--- config.mk ---
export PLATFORM = sky130hd
export DESIGN_NAME = csr_slave_bridge
export DESIGN_NICKNAME = d
export VERILOG_FILES = /design/src/rtl/csr_slave_bridge.sv
export SDC_FILE = /design/constraint.sdc
export NUM_CORES = 1
export LEC_CHECK = 0
export CAP_MARGIN = 10
export CORE_MARGIN = 4
export CORE_UTILIZATION = 38
export DETAILED_ROUTE_END_ITERATION = 8
export HOLD_SLACK_MARGIN = 0.03
export PLACE_DENSITY = 0.86
export SLEW_MARGIN = 20
export SYNTH_ARGS = -nofsm -noshare
export SYNTH_HDL_FRONTEND = slang
export SYNTH_SLANG_ARGS = --single-unit
--- constraint.sdc ---
create_clock -name clock -period 1.9 [get_ports clock]
set_clock_uncertainty 0.1 [all_clocks]
set_input_delay 0.475 -clock clock [delete_from_list [all_inputs] [get_ports clock]]
set_output_delay 0.475 -clock clock [all_outputs]
set_load 0.01 [all_outputs]
--- src/rtl/csr_slave_bridge.sv ---
// Avalon-MM slave front end for a bank of external 32-bit registers, with a
// control/status pair that launches a downstream job and tracks busy/done.
module csr_slave_bridge #(
    parameter int NUM_REGS = 4,
    parameter int ADDR_W   = 4
) (
    input  logic                    clock,
    input  logic                    reset_n,
    input  logic [ADDR_W-1:0]       address,
    input  logic                    write,
    input  logic [31:0]             writedata,
    input  logic [3:0]              byteenable,
    input  logic                    read,
    output logic [31:0]             readdata,
    output logic                    readdatavalid,
    output logic                    waitrequest,
    output logic [31:0]             reg_d,
    output logic [NUM_REGS-1:0]     reg_write,
    input  logic [32*NUM_REGS-1:0]  reg_q,
    output logic                    start,
    input  logic                    done
);

    typedef enum logic {
        S_IDLE,
        S_COMMIT
    } state_t;

    localparam logic [ADDR_W-1:0] CTRL_ADDR   = ADDR_W'(NUM_REGS);
    localparam logic [ADDR_W-1:0] STATUS_ADDR = ADDR_W'(NUM_REGS + 1);

    state_t                r_state;
    state_t                w_state_nxt;
    logic                  w_wr_acc;
    logic                  w_rd_acc;
    logic                  w_waitrequest;

    logic [31:0]           r_readdata;
    logic                  r_readdatavalid;
    logic [31:0]           r_reg_d;
    logic [NUM_REGS-1:0]   r_reg_write;
    logic                  r_start;
    logic                  r_busy;
    logic                  r_done_sticky;

    logic                  w_is_data;
    logic                  w_is_ctrl;
    logic                  w_is_status;
    logic [NUM_REGS-1:0]   w_strobe;
    logic [31:0]           w_sel_q;
    logic [31:0]           w_merge;
    logic [31:0]           w_rd_mux;
    logic                  w_start_req;
    logic                  w_done_hit;

    assign w_is_data   = (address < CTRL_ADDR);
    assign w_is_ctrl   = (address == CTRL_ADDR);
    assign w_is_status = (address == STATUS_ADDR);

    // NOTE: every signal written in always_comb gets a default first, so no path leaves it unassigned and no latch is inferred.
    always_comb begin
        w_strobe = '0;
        w_sel_q  = '0;
        for (int k = 0; k < NUM_REGS; k++) begin
            if (address == ADDR_W'(k)) begin
                w_strobe[k] = 1'b1;
                w_sel_q     = reg_q[32*k +: 32];
            end
        end
    end

    // Lanes not enabled keep the register's current contents (read-modify-write).
    always_comb begin
        w_merge = '0;
        for (int b = 0; b < 4; b++) begin
            w_merge[8*b +: 8] = byteenable[b] ? writedata[8*b +: 8] : w_sel_q[8*b +: 8];
        end
    end

    always_comb begin
        w_rd_mux = '0;
        if (w_is_data) begin
            w_rd_mux = w_sel_q;
        end else if (w_is_status) begin
            w_rd_mux = {30'd0, r_done_sticky, r_busy};
        end
    end

    // NOTE: sequential state uses non-blocking assignments so every flop samples pre-edge values.
    always_ff @(posedge clock or negedge reset_n) begin
        if (!reset_n) begin
            r_state <= S_IDLE;
        end else begin
            r_state <= w_state_nxt;
        end
    end

    // A write always wins over a simultaneous read; only the read is stalled.
    always_comb begin
        w_state_nxt   = r_state;
        w_wr_acc      = 1'b0;
        w_rd_acc      = 1'b0;
        w_waitrequest = 1'b0;
        case (r_state)
            S_IDLE: begin
                w_wr_acc      = write;
                w_rd_acc      = read && !write;
                w_waitrequest = read && write;
                if (write && w_is_data) begin
                    w_state_nxt = S_COMMIT;
                end
            end
            S_COMMIT: begin
                w_waitrequest = 1'b1;
                w_state_nxt   = S_IDLE;
            end
            default: begin
                w_state_nxt = S_IDLE;
            end
        endcase
    end

    assign w_start_req = w_wr_acc && w_is_ctrl && writedata[0] && !r_busy;
    assign w_done_hit  = done && r_busy;

    always_ff @(posedge clock or negedge reset_n) begin
        if (!reset_n) begin
            r_readdata      <= '0;
            r_readdatavalid <= 1'b0;
            r_reg_d         <= '0;
            r_reg_write     <= '0;
            r_start         <= 1'b0;
            r_busy          <= 1'b0;
            r_done_sticky   <= 1'b0;
        end else begin
            r_reg_write     <= '0;
            r_start         <= 1'b0;
            r_readdatavalid <= w_rd_acc;

            if (w_wr_acc && w_is_data) begin
                r_reg_d     <= w_merge;
                r_reg_write <= w_strobe;
            end

            if (w_rd_acc) begin
                r_readdata <= w_rd_mux;
            end

            if (w_start_req) begin
                r_start <= 1'b1;
                r_busy  <= 1'b1;
            end else if (w_done_hit) begin
                r_busy <= 1'b0;
            end

            // Completion takes priority over a clear on the same edge.
            if (w_done_hit) begin
                r_done_sticky <= 1'b1;
            end else if (w_wr_acc && w_is_status && writedata[1]) begin
                r_done_sticky <= 1'b0;
            end
        end
    end

    assign readdata      = r_readdata;
    assign readdatavalid = r_readdatavalid;
    assign waitrequest   = w_waitrequest;
    assign reg_d         = r_reg_d;
    assign reg_write     = r_reg_write;
    assign start         = r_start;

endmodule

==> reports/summary.txt, run 1 <==
Nets@finish - 818
CP startpoint kind - flip-flop
Syn. warnings - 0
# IOs - 244
Area Growth Syn to Fin - 77.0%
Max stage delay cell, worst path - clkdlybuf4s50_1
GRT Util Overall - 25.0%
Main flop type after synthesis - dfrtp_1
Synth Area per Inst - 10.2 um^2
Placed cell areas - 6710 um^2
Asr flop ratio synth - 100%
Final worst-path cycle share - 97.9%
Worst-Margin Slew - 0.387 ns
Root buf cell - clkbuf_8
Net count after synthesis - 566
Leakage - 0.00312 uW
Top post-synthesis cells by area - dfrtp_1 45%, mux2i_1 16%, o22a_1 7.0%
Gate count of the mapped netlist - 393
Detailed Place HPWL - 12,200 um
Final setup viols - 0
DRT iter0 DRCs - 185
Pin count of the biggest net entering global routing - 35
Outcome - complete, no violations
WP data required - 1.32 ns
First-pass GRT wire length - 24,500 um
Cell Pwr Density - 687 nW/um^2
CP Capture Type - output port
Share of the synthesized area in the top cell type - 45.4%
Final WL - 15,700 um
# DRC - 0
F_max - 537 MHz
Min-Delay Path Class - flip-flop to flip-flop
Top cell family by delay on the critical path - buffers and inverters
CTS Buf Count - 9
Antenna violations before repair - 0
CTS tree - built
Setup repair after global routing missed its margin - false
Finished Layout Cells - 786
CTS clk-pin slew, worst paths - 0.08 ns
IO buf count - 243
Post-route minimum period - 1.86 ns
Synth Register Bits - 73
Register area share after synthesis - 45.4%
Cells after DPL - 762
Fin worst setup slack - 0.0394 ns
ANT cells - 0
Initial Utilization - 38.9%
DRT Pass-1 Iters - 4
Crit Reg-Reg Startpoint - r_state
Cell with the most instances after synthesis - dfrtp_1
Worst Hold Launch - r_busy
Number of enable flip-flop cells after synthesis - 0
Core ar. - 10,300 um^2
Routed Antenna Nets - 0
Max incr delay on CP - 0.58 ns
CP Buf/Inv Count - 1
Post-DR vias/cell - 5.29
Clk buf depth - 2
Critical path arrival - 1.29 ns
Max Cap Viol - 0
Die Ht - 111 um
Vias in the first global route - 4,631
Worst Setup Path Type - flip-flop to output port
Row Count - 37
Clock latency on the worst-skew pair - 0.34 ns
Slew Limit Fails - 0
# clock sinks - 73
Worst-path maximum fanout - 2
Routability congestion estimate - 0.869
Via total after detailed routing - 4,156
Fin area - 7110 um^2
CP cell instances - clkdlybuf4s50_1
Die Area - 12,300 um^2
Drt wl/cell - 19.9 um
Post-Synthesis Cell Area - 4020 um^2
Congestion Overflow GR - 0
Worst vdd ir - 375 uV
Post-synth top area cell - dfrtp_1
Util after Layout - 68.9%
Worst Setup SP - readdata[23]
Distinct cells, synth - 31
H-tree levels - 3
Relative slew margins - 74.2%
Ratio of cells with drive above 1 in the final layout - 12.3%
Most instantiated cells after synthesis - 73 x dfrtp_1, 65 x mux2i_1, 35 x nand2_1, 35 x nor2_1, 33 x nand3_1
Final Hold Vio Count - 0
Setup WS pre-CTS - -0.480 ns
Die Wd - 111 um
## power by group
group          internal (uW)  switching, uW
Clock                    713            601
Sequential              1780            145
Combinational            988            654
Total                   3480           1400
## layer usage
layer  track usage [%]  vias to the layer above  wire [um]
met5                 0                        -          0
met2              45.3                      195       8300
li1                  -                     1939          -
met4              8.54                        0        386
met3              6.33                       33       1090
met1              28.6                     1989       5890
## worst reg2reg max path, cell delays in order, from the launching register on
cell and delay (ns):
dfrtp_1 0.43, or4b_4 0.60, clkinv_8 0.11, buf_4 0.12, nand2b_4 0.11, o211ai_2 0.19
## layout by cell type, fill, tap and decap left out, types with 2 or more instances in the layout
cell type / instances
clkdlybuf4s50_1: 228
dfrtp_1: 73
mux2i_1: 65
nand2_1: 35
nor2_1: 35
nand3_1: 33
o22a_1: 32
a21oi_1: 30
buf_4: 22
o211ai_2: 16
o211ai_1: 16
clkbuf_8: 12
dlymetal6s2s_1: 9
buf_12: 9
nand2b_2: 3
dlygate4sd2_1: 3
buf_6: 3
a31oi_1: 2
clkinvlp_4: 2
buf_16: 2
## cell type report
type	instances	area (um^2)
fill	783	3210
timing repair buffer	279	2890
multi-input combinational	280	1990
sequential	73	1830
tap	136	170
clock buffer	12	165
clock inverter	4	50.0
inverter	1	16.3
timing repair inverter	1	8.76
## stage by stage
stage               setup TNS [ns]  hold slack (ns)  power, uW
floorplan                        0           0.0794       2520
global placement            -23.95            0.317       3520
detailed placement          -25.53            0.323       3580
CTS                              0            0.402       4920
global route                     0            0.410       5120
finish                           0            0.408       4890
## final timing paths
check	end	slack (ns)	cells after the start
min reg2reg	start	0.41	1
min in group asynchronous	reg_d[6]	0.50	2
max	readdata[23]	0.04	1
max in group asynchronous	reg_d[3]	0.67	3
min	start	0.41	1
max reg2reg	reg_d[16]	0.17	5
## flip-flops by register name, indices dropped and copies added (netlist names)
register and count:
reg_write 4, reg_d 32, r_busy 1, start 1, r_state 1, readdata 32
readdatavalid 1, r_done_sticky 1
## repair_timing
action / in CTS / in global routing
gates resized for setup: 17 / 14
pin swaps: 12 / 2
hold buffers: 1 / 0
endpoints found under the hold margin: 27 / 0
buffers inserted: 3 / 1
endpoints found under the setup margin: 41 / 34
cloned: 2 / 1
## logic make-up after synthesis
group | Yosys count | share of synthesized area, %
buffers and inverters | 40 | 5.42
AOI/OAI and AO/OA | 98 | 19.4
muxes | 65 | 16.2
DFF | 73 | 45.4
and+or+nand+nor | 117 | 13.6
Note: power is estimated with default switching activity, not from simulation.
==> run 2, diff against run 1 <==
--- a/config.mk
+++ b/config.mk
@@ -6,10 +6,9 @@
 export NUM_CORES = 1
 export LEC_CHECK = 0
 export CAP_MARGIN = 10
-export CORE_MARGIN = 4
+export CORE_MARGIN = 2
 export CORE_UTILIZATION = 38
 export DETAILED_ROUTE_END_ITERATION = 8
-export HOLD_SLACK_MARGIN = 0.03
 export PLACE_DENSITY = 0.86
 export SLEW_MARGIN = 20
 export SYNTH_ARGS = -nofsm -noshare
==> reports/summary.txt, run 2 (same netlist as run 1, synthesis figures left out) <==
Clock latency on the worst-skew pair - 0.33 ns
Congestion Overflow GR - 0
Hold slack final - 0.0335 ns
Post-route minimum period - 1.86 ns
Final Hold Vio Count - 0
Nets@finish - 810
Slew Limit Fails - 0
Ratio of cells with drive above 1 in the final layout - 11.4%
Row Count - 37
Leakage - 0.00296 uW
Root buf cell - clkbuf_8
ANT cells - 0
Cell Pwr Density - 690 nW/um^2
Relative slew margins - 74.4%
Area of the multi-input gates - 1990 um^2
Max Cap Viol - 0
FF+latch area - 1830 um^2
Die Wd - 107 um
H-tree levels - 3
Cells after DPL - 761
Commonest non-fill, non-tap cell in the layout - clkdlybuf4s50_1
End of the worst register-to-register path - reg_d[2]
Post-DR vias/cell - 5.34
CP startpoint kind - flip-flop
# IOs - 244
Top cell family by delay on the critical path - buffers and inverters
Max incr delay on CP - 0.58 ns
Die Ht - 107 um
Drt wl/cell - 18.4 um
CTS Buf Count - 9
Worst Setup Path Type - flip-flop to output port
Critical path arrival - 1.28 ns
Final setup viols - 0
Area Growth Syn to Fin - 72.6%
Max stage delay cell, worst path - clkdlybuf4s50_1
Final WL - 14,300 um
Worst R2R Path Depth - 4
CP cell instances - clkdlybuf4s50_1
Via total after detailed routing - 4,158
IO buf count - 243
Worst vdd ir - 431 uV
WP data required - 1.32 ns
CTS clk-pin slew, worst paths - 0.08 ns
Worst-path maximum fanout - 2
DRT Pass-1 Iters - 6
CTS tree - built
F_max - 538 MHz
CP Capture Type - output port
Die Area - 11,400 um^2
Outcome - complete, no violations
DRT iter0 DRCs - 118
Routed Antenna Nets - 0
Pin count of the biggest net entering global routing - 74
Finished Layout Cells - 778
# DRC - 0
Worst-Margin Slew - 0.373 ns
Crit Reg-Reg Startpoint - r_state
# fillers - 811
GRT Util Overall - 24.7%
Clk buf depth - 2
Detailed Place HPWL - 11,400 um
Routability congestion estimate - 0.905
Antenna violations before repair - 0
Vias in the first global route - 4,384
Final worst-path cycle share - 97.8%
Core ar. - 10,300 um^2
R2R Setup Slk - 0.15 ns
Setup repair after global routing missed its margin - false
Initial Utilization - 39.1%
# clock sinks - 73
Min-Delay Path Class - primary input to async pin
First-pass GRT wire length - 21,900 um
CP Buf/Inv Count - 1
Commonest non-fill, non-tap cells in the layout - 234 x clkdlybuf4s50_1, 73 x dfrtp_1, 65 x mux2i_1
run 2: power by group:
group | leakage (uW) | total (uW) | internal (uW) | switching [uW]
logic | 0.00194 | 1610 | 971 | 638
registers | 0.000915 | 1920 | 1780 | 140
clock network | 0.0000985 | 1250 | 645 | 608
total | 0.00296 | 4790 | 3400 | 1390
run 2: what timing repair did:
action	4_1_cts	5_1_grt
resized for setup	13	5
pin swaps	3	1
endpoints found under the hold margin	0	0
hold buffers	0	0
setup endpoints to repair	45	6
cloned	1	0
setup buffers	0	0
run 2: routing by layer:
metal | routed length, um | track usage, %
met4 | 220 | 6.68
met3 | 1130 | 6.32
met2 | 7520 | 46.2
met5 | 0 | 0
met1 | 5400 | 27.7
run 2: how the worst max path moves through the flow:
stage / from / to / slack, ns / cells past startpoint
after global routing: readdata[26] / readdata[26] / 0.002 / 1
final: reg_d[22] / reg_d[22] / 0.04 / 1
after CTS: read / waitrequest / 0.009 / 3
after detailed placement: write / reg_d[14] / -0.49 / 5
after global placement: write / reg_d[12] / -0.42 / 5
after floorplan: address[3] / reg_d[16] / 0.08 / 7
run 2: layout make-up:
type / instances / area share, %
Inverter: 1 / 0.126
Timing Repair Buffer: 272 / 39.4
Multi-Input combinational cell: 280 / 28.7
Clock buffer: 10 / 1.98
Clock inverter: 6 / 0.974
Sequential cell: 73 / 26.3
Tap cell: 136 / 2.45
run 2: through the flow:
step	setup TNS [ns]	util (%)	total power, uW	cell area (um^2)	setup slack [ns]
6_report	0	67.5	4790	6940	0.0422
3_5_place_dp	-26.53	65.2	3560	6700	-0.494
2_1_floorplan	0	-	2520	4020	0.0837
5_1_grt	0	67.5	4990	6940	0.00156
4_1_cts	0	67.4	4820	6930	0.00897
3_3_place_gp	-24.80	65.2	3510	6700	-0.418
